--- src/rtl/bus_arbiter_rr_pkg.sv ---
// Shared definitions for the round-robin QSPI bus arbiter: FSM state codes,
// transfer-size encoding and the channel-index width helper.
package bus_arbiter_rr_pkg;

  localparam logic [1:0] ST_IDLE    = 2'd0;
  localparam logic [1:0] ST_RD_WAIT = 2'd1;
  localparam logic [1:0] ST_WR_WAIT = 2'd2;
  localparam logic [1:0] ST_TURN    = 2'd3;

  typedef enum logic [1:0] {
    SZ_B  = 2'd0,
    SZ_HW = 2'd1,
    SZ_W  = 2'd2
  } size_e;

  // Word takes precedence if a master raises both size flags.
  function automatic size_e encodeSize(input logic w, input logic hw);
    size_e sz;
    sz = SZ_B;
    if (w) begin
      sz = SZ_W;
    end else if (hw) begin
      sz = SZ_HW;
    end
    return sz;
  endfunction

  function automatic int idxWidth(input int n);
    return (n < 2) ? 1 : $clog2(n);
  endfunction

endpackage

--- src/rtl/bus_arbiter_rr_pick.sv ---
// Combinational rotate-priority picker: first requesting channel at or after
// the pointer, wrapping modulo NCH.
module bus_arbiter_rr_pick
  import bus_arbiter_rr_pkg::*;
#(
  parameter int NCH = 4,
  parameter int IW  = 2
) (
  input  logic [NCH-1:0] i_req,
  input  logic [IW-1:0]  i_ptr,
  output logic           o_valid,
  output logic [IW-1:0]  o_idx
);

  // One spare bit so ptr+k never overflows before the explicit wrap compare.
  logic [IW:0] w_cand;

  always_comb begin
    o_valid = 1'b0;
    o_idx   = '0;
    w_cand  = '0;
    for (int k = 0; k < NCH; k++) begin
      w_cand = {1'b0, i_ptr} + (IW+1)'(k);
      if (w_cand >= (IW+1)'(NCH)) begin
        w_cand = w_cand - (IW+1)'(NCH);
      end
      if (!o_valid && i_req[w_cand[IW-1:0]]) begin
        o_valid = 1'b1;
        o_idx   = w_cand[IW-1:0];
      end
    end
  end

endmodule

--- src/rtl/bus_arbiter_rr.sv ---
// N-channel round-robin arbiter merging master read/write requests onto the
// single QSPI port, one transaction outstanding, with per-channel timeout.
module bus_arbiter_rr
  import bus_arbiter_rr_pkg::*;
#(
  parameter int NCH    = 4,
  parameter int AW     = 32,
  parameter int DW     = 32,
  parameter int TO_CYC = 4096,
  localparam int IW    = idxWidth(NCH)
) (
  input  logic              i_clk,
  input  logic              i_rst,
  input  logic [NCH-1:0]    i_ch_read_req,
  input  logic [NCH-1:0]    i_ch_read_w,
  input  logic [NCH-1:0]    i_ch_read_hw,
  input  logic [NCH*AW-1:0] i_ch_read_adr,
  input  logic [NCH-1:0]    i_ch_write_req,
  input  logic [NCH-1:0]    i_ch_write_w,
  input  logic [NCH-1:0]    i_ch_write_hw,
  input  logic [NCH*AW-1:0] i_ch_write_adr,
  input  logic [NCH*DW-1:0] i_ch_write_data,
  output logic [NCH-1:0]    o_ch_read_done,
  output logic [NCH-1:0]    o_ch_write_done,
  output logic [NCH-1:0]    o_ch_err,
  output logic [DW-1:0]     o_ch_read_data,
  output logic              o_read_req,
  output logic              o_read_w,
  output logic              o_read_hw,
  output logic [AW-1:0]     o_read_adr,
  input  logic              i_read_valid,
  input  logic [DW-1:0]     i_read_data,
  output logic              o_write_req,
  output logic              o_write_w,
  output logic              o_write_hw,
  output logic [AW-1:0]     o_write_adr,
  output logic [DW-1:0]     o_write_data,
  input  logic              i_write_finish,
  output logic              o_busy,
  output logic [IW-1:0]     o_grant_id
);

  localparam int            CW      = (TO_CYC > 2) ? $clog2(TO_CYC) : 1;
  localparam logic [CW-1:0] TO_LAST = CW'(TO_CYC - 1);

  logic [1:0]     r_state;
  logic [IW-1:0]  r_ptr;
  logic [IW-1:0]  r_grant;
  logic [CW-1:0]  r_cnt;
  logic           r_readReq;
  logic           r_writeReq;
  logic           r_busy;
  size_e          r_rdSize;
  size_e          r_wrSize;
  logic [AW-1:0]  r_rdAdr;
  logic [AW-1:0]  r_wrAdr;
  logic [DW-1:0]  r_wrData;
  logic [DW-1:0]  r_rdData;
  logic [NCH-1:0] r_rdDone;
  logic [NCH-1:0] r_wrDone;
  logic [NCH-1:0] r_err;

  logic           w_pickValid;
  logic [IW-1:0]  w_pickIdx;
  logic           w_pickRead;
  logic [IW-1:0]  w_nextPtr;
  logic           w_timeout;
  logic [NCH-1:0] w_grantOh;

  bus_arbiter_rr_pick #(.NCH(NCH), .IW(IW)) u_pick (
    .i_req   (i_ch_read_req | i_ch_write_req),
    .i_ptr   (r_ptr),
    .o_valid (w_pickValid),
    .o_idx   (w_pickIdx)
  );

  assign w_pickRead = i_ch_read_req[w_pickIdx];
  assign w_nextPtr  = (r_grant == IW'(NCH - 1)) ? '0 : r_grant + 1'b1;
  assign w_timeout  = (TO_CYC > 0) && (r_cnt == TO_LAST);
  assign w_grantOh  = NCH'(1) << r_grant;

  // Completion strobes are only honoured in the matching WAIT state and win over timeout.
  always_ff @(posedge i_clk) begin
    if (i_rst) begin
      r_state    <= ST_IDLE;
      r_ptr      <= '0;
      r_grant    <= '0;
      r_cnt      <= '0;
      r_readReq  <= 1'b0;
      r_writeReq <= 1'b0;
      r_busy     <= 1'b0;
      r_rdSize   <= SZ_B;
      r_wrSize   <= SZ_B;
      r_rdAdr    <= '0;
      r_wrAdr    <= '0;
      r_wrData   <= '0;
      r_rdData   <= '0;
      r_rdDone   <= '0;
      r_wrDone   <= '0;
      r_err      <= '0;
    end else begin
      r_readReq  <= 1'b0;
      r_writeReq <= 1'b0;
      r_rdDone   <= '0;
      r_wrDone   <= '0;
      r_err      <= '0;
      case (r_state)
        ST_IDLE: begin
          if (w_pickValid) begin
            r_grant <= w_pickIdx;
            r_busy  <= 1'b1;
            r_cnt   <= '0;
            if (w_pickRead) begin
              r_readReq <= 1'b1;
              r_rdAdr   <= i_ch_read_adr[w_pickIdx*AW +: AW];
              r_rdSize  <= encodeSize(i_ch_read_w[w_pickIdx], i_ch_read_hw[w_pickIdx]);
              r_state   <= ST_RD_WAIT;
            end else begin
              r_writeReq <= 1'b1;
              r_wrAdr    <= i_ch_write_adr[w_pickIdx*AW +: AW];
              r_wrData   <= i_ch_write_data[w_pickIdx*DW +: DW];
              r_wrSize   <= encodeSize(i_ch_write_w[w_pickIdx], i_ch_write_hw[w_pickIdx]);
              r_state    <= ST_WR_WAIT;
            end
          end
        end
        ST_RD_WAIT: begin
          if (i_read_valid) begin
            r_rdDone <= w_grantOh;
            r_rdData <= i_read_data;
            r_busy   <= 1'b0;
            r_ptr    <= w_nextPtr;
            r_state  <= ST_TURN;
          end else if (w_timeout) begin
            r_err   <= w_grantOh;
            r_busy  <= 1'b0;
            r_ptr   <= w_nextPtr;
            r_state <= ST_TURN;
          end else begin
            r_cnt <= r_cnt + 1'b1;
          end
        end
        ST_WR_WAIT: begin
          if (i_write_finish) begin
            r_wrDone <= w_grantOh;
            r_busy   <= 1'b0;
            r_ptr    <= w_nextPtr;
            r_state  <= ST_TURN;
          end else if (w_timeout) begin
            r_err   <= w_grantOh;
            r_busy  <= 1'b0;
            r_ptr   <= w_nextPtr;
            r_state <= ST_TURN;
          end else begin
            r_cnt <= r_cnt + 1'b1;
          end
        end
        default: begin
          r_state <= ST_IDLE;
        end
      endcase
    end
  end

  assign o_ch_read_done  = r_rdDone;
  assign o_ch_write_done = r_wrDone;
  assign o_ch_err        = r_err;
  assign o_ch_read_data  = r_rdData;
  assign o_read_req      = r_readReq;
  assign o_read_w        = (r_rdSize == SZ_W);
  assign o_read_hw       = (r_rdSize == SZ_HW);
  assign o_read_adr      = r_rdAdr;
  assign o_write_req     = r_writeReq;
  assign o_write_w       = (r_wrSize == SZ_W);
  assign o_write_hw      = (r_wrSize == SZ_HW);
  assign o_write_adr     = r_wrAdr;
  assign o_write_data    = r_wrData;
  assign o_busy          = r_busy;
  assign o_grant_id      = r_grant;

endmodule
--- config.mk ---
export PLATFORM = sky130hd
export DESIGN_NAME = bus_arbiter_rr
export DESIGN_NICKNAME = d
export VERILOG_FILES = /design/src/rtl/bus_arbiter_rr_pkg.sv /design/src/rtl/bus_arbiter_rr_pick.sv /design/src/rtl/bus_arbiter_rr.sv
export SDC_FILE = /design/constraint.sdc
export NUM_CORES = 1
export LEC_CHECK = 0
export CORE_AREA = 2 2 230 232
export DETAILED_ROUTE_END_ITERATION = 10
export DIE_AREA = 0 0 232 234
export PLACE_DENSITY_LB_ADDON = 0.3
export SYNTH_ARGS = -nofsm -noshare
export SYNTH_HDL_FRONTEND = slang
export SYNTH_HIERARCHICAL = 1
export SYNTH_SLANG_ARGS = --single-unit
--- constraint.sdc ---
create_clock -name i_clk -period 2.9 [get_ports i_clk]
set_input_delay 0.58 -clock i_clk [delete_from_list [all_inputs] [get_ports i_clk]]
set_output_delay 0.58 -clock i_clk [all_outputs]
set_load 0.02 [all_outputs]
== After elaboration in Yosys (flattened, before gate mapping) ==
Index checks and enable logic that the tools add are counted.
Word-level totals
  register bits: 165
  latch bits: 0
  bits in writable memories: 0
  bits in read-only memories: 0
  input bits: 444
  output and inout port bits: 149
  logic and storage cells: 136
  memories: 0
Operators by class
  $add $sub $neg: 9
  $mul: 0
  divide/modulo/power cells: 0
  $lt $le $gt $ge: 9
  equal/unequal tests: 11
  shift-type cells: 4
  muxes and demuxes: 61
  bitwise operators: 8
  reduce and logical (&&, ||, !) cells: 18
Operators by type and width (count)
  128-bit by 8-bit indexed part select with 32-bit output: 3
  12-bit 2-to-1 mux: 4
  2-bit 2-to-1 mux: 19
  12-bit case mux with 3 select lines: 1
  1-bit 2-to-1 mux: 21
  1-bit binary-select mux with 2-bit select: 9
  2-bit by 3-bit less-than comparator with 1-bit output (second input constant): 5
  12-bit by 1-bit adder with 12-bit output (second input constant): 1
  12-bit == test (second input constant): 1
  4-bit 2-to-1 mux: 3
  3-bit greater-or-equal comparator (second input constant): 3
  3-bit OR reduction: 3
  2-bit == test (second input constant): 4
  4-bit case mux with 2 select lines: 1
  2-bit by 1-bit subtractor with 2-bit output (second input constant): 4
  1-bit inverter: 7
  2-bit by 2-bit adder with 3-bit output (second input constant): 2
  2-bit by 1-bit == test with 1-bit output (second input constant): 3
  2-bit case mux with 3 select lines: 1
  2-bit AND reduction: 3
  3-bit AND reduction: 2
  2-bit inequality test (second input constant): 2
  4-bit OR: 1
  2-bit case mux with 2 select lines: 1
  12 further kinds: 16

== Logic depth before layout (Yosys ltp) ==
Gate-level depths: netlist of the first run.
  depth in word-level cells: 19
  mapped depth: 10
  gate-level depth less buffers: 8

== Hierarchy ==
The synthesis of the first run kept the hierarchy.
By module, submodules not included
  bus_arbiter_rr: instances 1, cells each 883, area an instance 8486.9 um^2, sequential area each 3303.2 um^2
  bus_arbiter_rr_pick: instances 1, cells each 15, area an instance 77.6 um^2, sequential area each 0.0 um^2

== Worst setup path before layout of the first run ==
Ideal clock, no wire load.
  path type: input to register
  start point: in i_ch_read_req[2]
  end point: reg r_wrAdr[10], in the netlist o_write_adr[10]
  setup time: 0.132 ns
  arrival: 2.639 ns
  data required time: 2.768 ns
  path slack: 0.129 ns
  stages: 9
  path buffers: 2
  cell sequence: or2_2 a221o_1 a21oi_1 mux4_2 nand2b_1 buf_2 buf_2 nand2_1 a21oi_1
On the way
  cells in the longest elaborated chain, start to end: 17
  elaborated cells on any way between the ends: 28
  classes of those cells: shift: 1; mux: 18; bitwise: 2; reduce/logical: 7
Ends and longest elaborated chain
  start: declaration: line bus_arbiter_rr.sv:14  | input logic [NCH-1:0] i_ch_read_req,
  4-bit OR *: line bus_arbiter_rr.sv:71  | .i_req (i_ch_read_req | i_ch_write_req),
  1-bit binary-select mux with 2-bit select: line bus_arbiter_rr_pick.sv:27  | if (!o_valid && i_req[w_cand[IW-1:0]]) begin
  1-bit 2-to-1 mux (not written as such): line bus_arbiter_rr_pick.sv:27
  1-bit 2-to-1 mux: line bus_arbiter_rr_pick.sv:27
  1-bit logical NOT: line bus_arbiter_rr_pick.sv:27
  1-bit logical AND: line bus_arbiter_rr_pick.sv:27
  1-bit 2-to-1 mux: line bus_arbiter_rr_pick.sv:27
  1-bit logical NOT: line bus_arbiter_rr_pick.sv:27
  1-bit logical AND: line bus_arbiter_rr_pick.sv:27
  1-bit 2-to-1 mux: line bus_arbiter_rr_pick.sv:27
  1-bit logical NOT: line bus_arbiter_rr_pick.sv:27
  1-bit logical AND: line bus_arbiter_rr_pick.sv:27
  2-bit 2-to-1 mux *: line bus_arbiter_rr_pick.sv:27
  net w_pickIdx[0]: line bus_arbiter_rr.sv:64  | logic [IW-1:0] w_pickIdx;
  branches (longest 4 deep; another with 128-bit by 8-bit indexed part select with 32-bit output)
  end signal: assignment: line bus_arbiter_rr.sv:120  | r_wrAdr <= i_ch_write_adr[w_pickIdx*AW +: AW];
  end: declaration: line bus_arbiter_rr.sv:56  | logic [AW-1:0] r_wrAdr;
Mark *: on every way through the listed nets, which the timed path passes. The select of a mux whose other input is x is not followed.
A chain may end at the register's enable or synchronous reset.

== Final worst setup path of the first run ==
  start point: in i_ch_read_req[2]
  end point: reg r_wrAdr[14], in the netlist o_write_adr[14]
The elaborated chain is that of the path after synthesis.

==> impl_metrics.py, run 1 <==
metrics = {
    "outcome": {
        "status": "finished, final reports clean",
    },
    "cts": {
        "hold_buffers": 0,
        "cts_buffers": 17,
        "cts_tree": "yes",
        "path_clk_slew_ns": 0.07,
        "clock_latency_ns": 0.47,
        "max-clock-path-buffers": 2,
        "cts_num_sinks": 165,
        "htree_levels": 4,
        "cts-root-buf": "clkbuf_16",
    },
    "drt": {
        "ant_nets": 0,
        "drtIter0Drc": 375,
        "num_vias": 9339,
        "vias_per_cell": 4.25,
        "drt_pass1_iterations": 5,
        "drt_wl_total_mm": 42.4,
        "post_drt_wl_per_cell_um": 19.3,
        "drc_errors": 0,
    },
    "layout": {
        "syn_to_final_growth_pct": 91.0,
        "finish.net_count": 1952,
        "fin_area_mm2": 0.0164,
        "nFillCells": 5385,
        "drive_gt1_share_pct": 13.7,
        "multi_input_area_mm2": 0.00492,
        "register_area_mm2": 0.00330,
    },
    "logic_synthesis": {
        "yosysWarnings": 6,
        "synth.avg_cell_area_um2": 9.54,
        "syn-num-nets": 1352,
        "synth_top_area_cell": "dfxtp_1",
        "ys_seq_elements": 165,
        "yosysTopAreaCellShare_pct": 38.6,
        "netlist_instances": 898,
        "synth_flop_cell": "dfxtp_1",
        "syn_area_mm2": 0.00856,
        "seq_area_frac_synth_pct": 38.6,
        "async_reset_ff_share_pct": 0,
        "synth-edff-count": 0,
        "synthTopCellsByArea": "dfxtp_1, mux4_2, nand2_1",
        "synth_cell_type_count": 46,
    },
    "place": {
        "dp_hpwl_mm": 34.5,
        "gp_congestion": 0.874,
        "numPortBuffers": 592,
        "post_dp_cell_area_mm2": 0.0157,
    },
    "timing": {
        "maxSlewViolCount": 0,
        "setup_viol": 0,
        "hold_violations": 0,
        "tightestPinTransition_ns": 0.711,
        "finalClockSkew_ns": 0.00720,
        "rsz0062_at_grt": "false",
        "min_period_over_period_pct": 97.9,
        "slew-limit-headroom_pct": 52.3,
        "max_freq_mhz": 352,
        "setup_tns_ns": 0,
        "finalCriticalPeriod_ns": 2.84,
    },
    "die": {
        "die_w_um": 232,
        "die_area_mm2": 0.0543,
        "io_pins": 593,
        "rows": 84,
        "fp.dieH_um": 234,
        "coreArea_mm2": 0.0520,
        "initial_core_util_pct": 16.5,
    },
    "power": {
        "power_density_mw_per_mm2": 741,
        "p_leak_nw": 5.59,
        "ir_worst_vdd_uv": 495,
        "total_power_w": 0.0121,
    },
    "critical_path": {
        "critPathMaxFanout": 12,
        "critPathArrivalTime_ns": 3.24,
        "cp-end-kind": "flop",
        "crit_type": "primary input to flop",
        "worstSetupStartpointType": "primary input",
        "required_ns": 3.30,
    },
    "global_routing": {
        "antenna_found_initial": 6,
        "grt_usage_pct": 14.9,
        "grt_max_degree": 79,
        "overflow": 0,
        "grt_pass1_vias": 9514,
        "grt_pass1_wl_mm": 59.0,
    },
    "flow_run": {
        "maxCapViolations": 0,
    },
    "hold_path": {
        "min_path_type": "flop to flop",
    },
}
==> state kept, by name, indices dropped and copies added (netlist names) <==
signal / cells
o_write_req: 1
r_ptr: 2
o_write_data: 32
o_read_adr: 32
o_busy: 1
r_rdSize: 2
r_state: 2
o_ch_read_done: 4
r_wrSize: 2
o_grant_id: 2
o_write_adr: 32
o_read_req: 1
o_ch_read_data: 32
r_cnt: 12
o_ch_err: 4
o_ch_write_done: 4
==> layer usage <==
metal,part of all wire (%),global-route usage (%),up-vias
met5,0.028,0,-
met4,3.0,6.17,2
met3,7.8,5.18,51
met2,50,26.0,414
met1,39,16.6,4456
li1,-,-,4416
==> Yosys cell counts (6+ instances only) <==
cell      count
buf_2        26
ha_1         10
nor2b_1       6
inv_1        14
mux4_2      101
nand2_1     285
a21oi_1     152
or4_1         9
o31ai_1       6
dfxtp_1     165
o21ai_0       7
nor2_1       19
clkbuf_1     38
==> area by class of cell <==
| class | instances | area share (%) |
|---|---|---|
| antenna | 1 | 0.0153 |
| clock buffer | 23 | 2.98 |
| clock inverter | 9 | 0.581 |
| inverter | 16 | 0.367 |
| multi-input combinational | 646 | 30.1 |
| sequential | 165 | 20.2 |
| tap | 688 | 5.26 |
| timing repair buffer | 652 | 40.5 |
==> layout by cell type, fill, tap and decap left out, drive strengths merged, types with 10 or more instances in the layout <==
master / instances
clkdlybuf4s50: 591
nand2: 285
dfxtp: 165
a21oi: 152
mux4: 101
buf: 59
clkbuf: 25
nor2: 19
inv: 16
ha: 10
==> worst paths after layout <==
| path | startpoint | to | slack, ns | cells past startpoint |
|---|---|---|---|---|
| worst max-delay path | i_ch_read_req[2] | o_write_adr[14]$_SDFFE_PP0P_ | 0.06 | 10 |
| worst min-delay path | o_write_data[5]$_SDFFE_PP0P_ | o_write_data[5]$_SDFFE_PP0P_ | 0.45 | 2 |
| worst max register to register | r_ptr[0]$_SDFFE_PP0P_ | o_write_adr[14]$_SDFFE_PP0P_ | 0.47 | 9 |
| worst min register to register | o_write_data[5]$_SDFFE_PP0P_ | o_write_data[5]$_SDFFE_PP0P_ | 0.45 | 2 |
==> power by group <==
part           total, W  internal (W)  switching (W)
Sequential      0.00309       0.00280       0.000292
Combinational   0.00673       0.00334        0.00339
Clock           0.00229       0.00128        0.00101
==> through the flow <==
step           setup WS, ns  util (%)  hold slack (ns)  std cells
2_1_floorplan         0.129         -            0.445        898
3_3_place_gp         -0.466      30.1            0.441       2162
3_5_place_dp         -0.518      30.1            0.446       2162
4_1_cts              0.0122      31.2            0.426       2194
5_1_grt             0.00369      31.4            0.447       2200
6_report             0.0596      31.4            0.453       2200
==> cells by family (layout without fill, tap and decap cells) <==
kind of cell	Yosys count	count (layout)	synth area share, %
buffers and inverters	87	700	4.63
AND/OR/NAND/NOR	349	349	16.9
AO/OA/AOI/OAI	184	184	11.7
flip-flops	165	165	38.6
other	0	1	0
adder cells (fa/ha/maj)	10	10	1.46
multiplexers	103	103	26.8
==> critical path, stage by stage <==
cell,delay [ns]
clkdlybuf4s50_1,0.42
or2_2,0.33
a221o_1,0.37
a21oi_4,0.18
mux4_2,0.65
nor2_4,0.17
buf_12,0.15
buf_6,0.19
nand2_1,0.07
a21oi_1,0.11
==> repair_timing <==
action,4_1_cts,5_1_grt
buffers inserted,0,2
resized for setup,0,7
endpoints found under the setup margin,0,79
Power figures use the tool's default switching activity.
==> run 2: changes to the inputs <==
ABC_CLOCK_PERIOD_IN_PS = 2900   (was default)
==> results of run 2 <==
Final layout, timing and power as in run 1 (identical DEF).
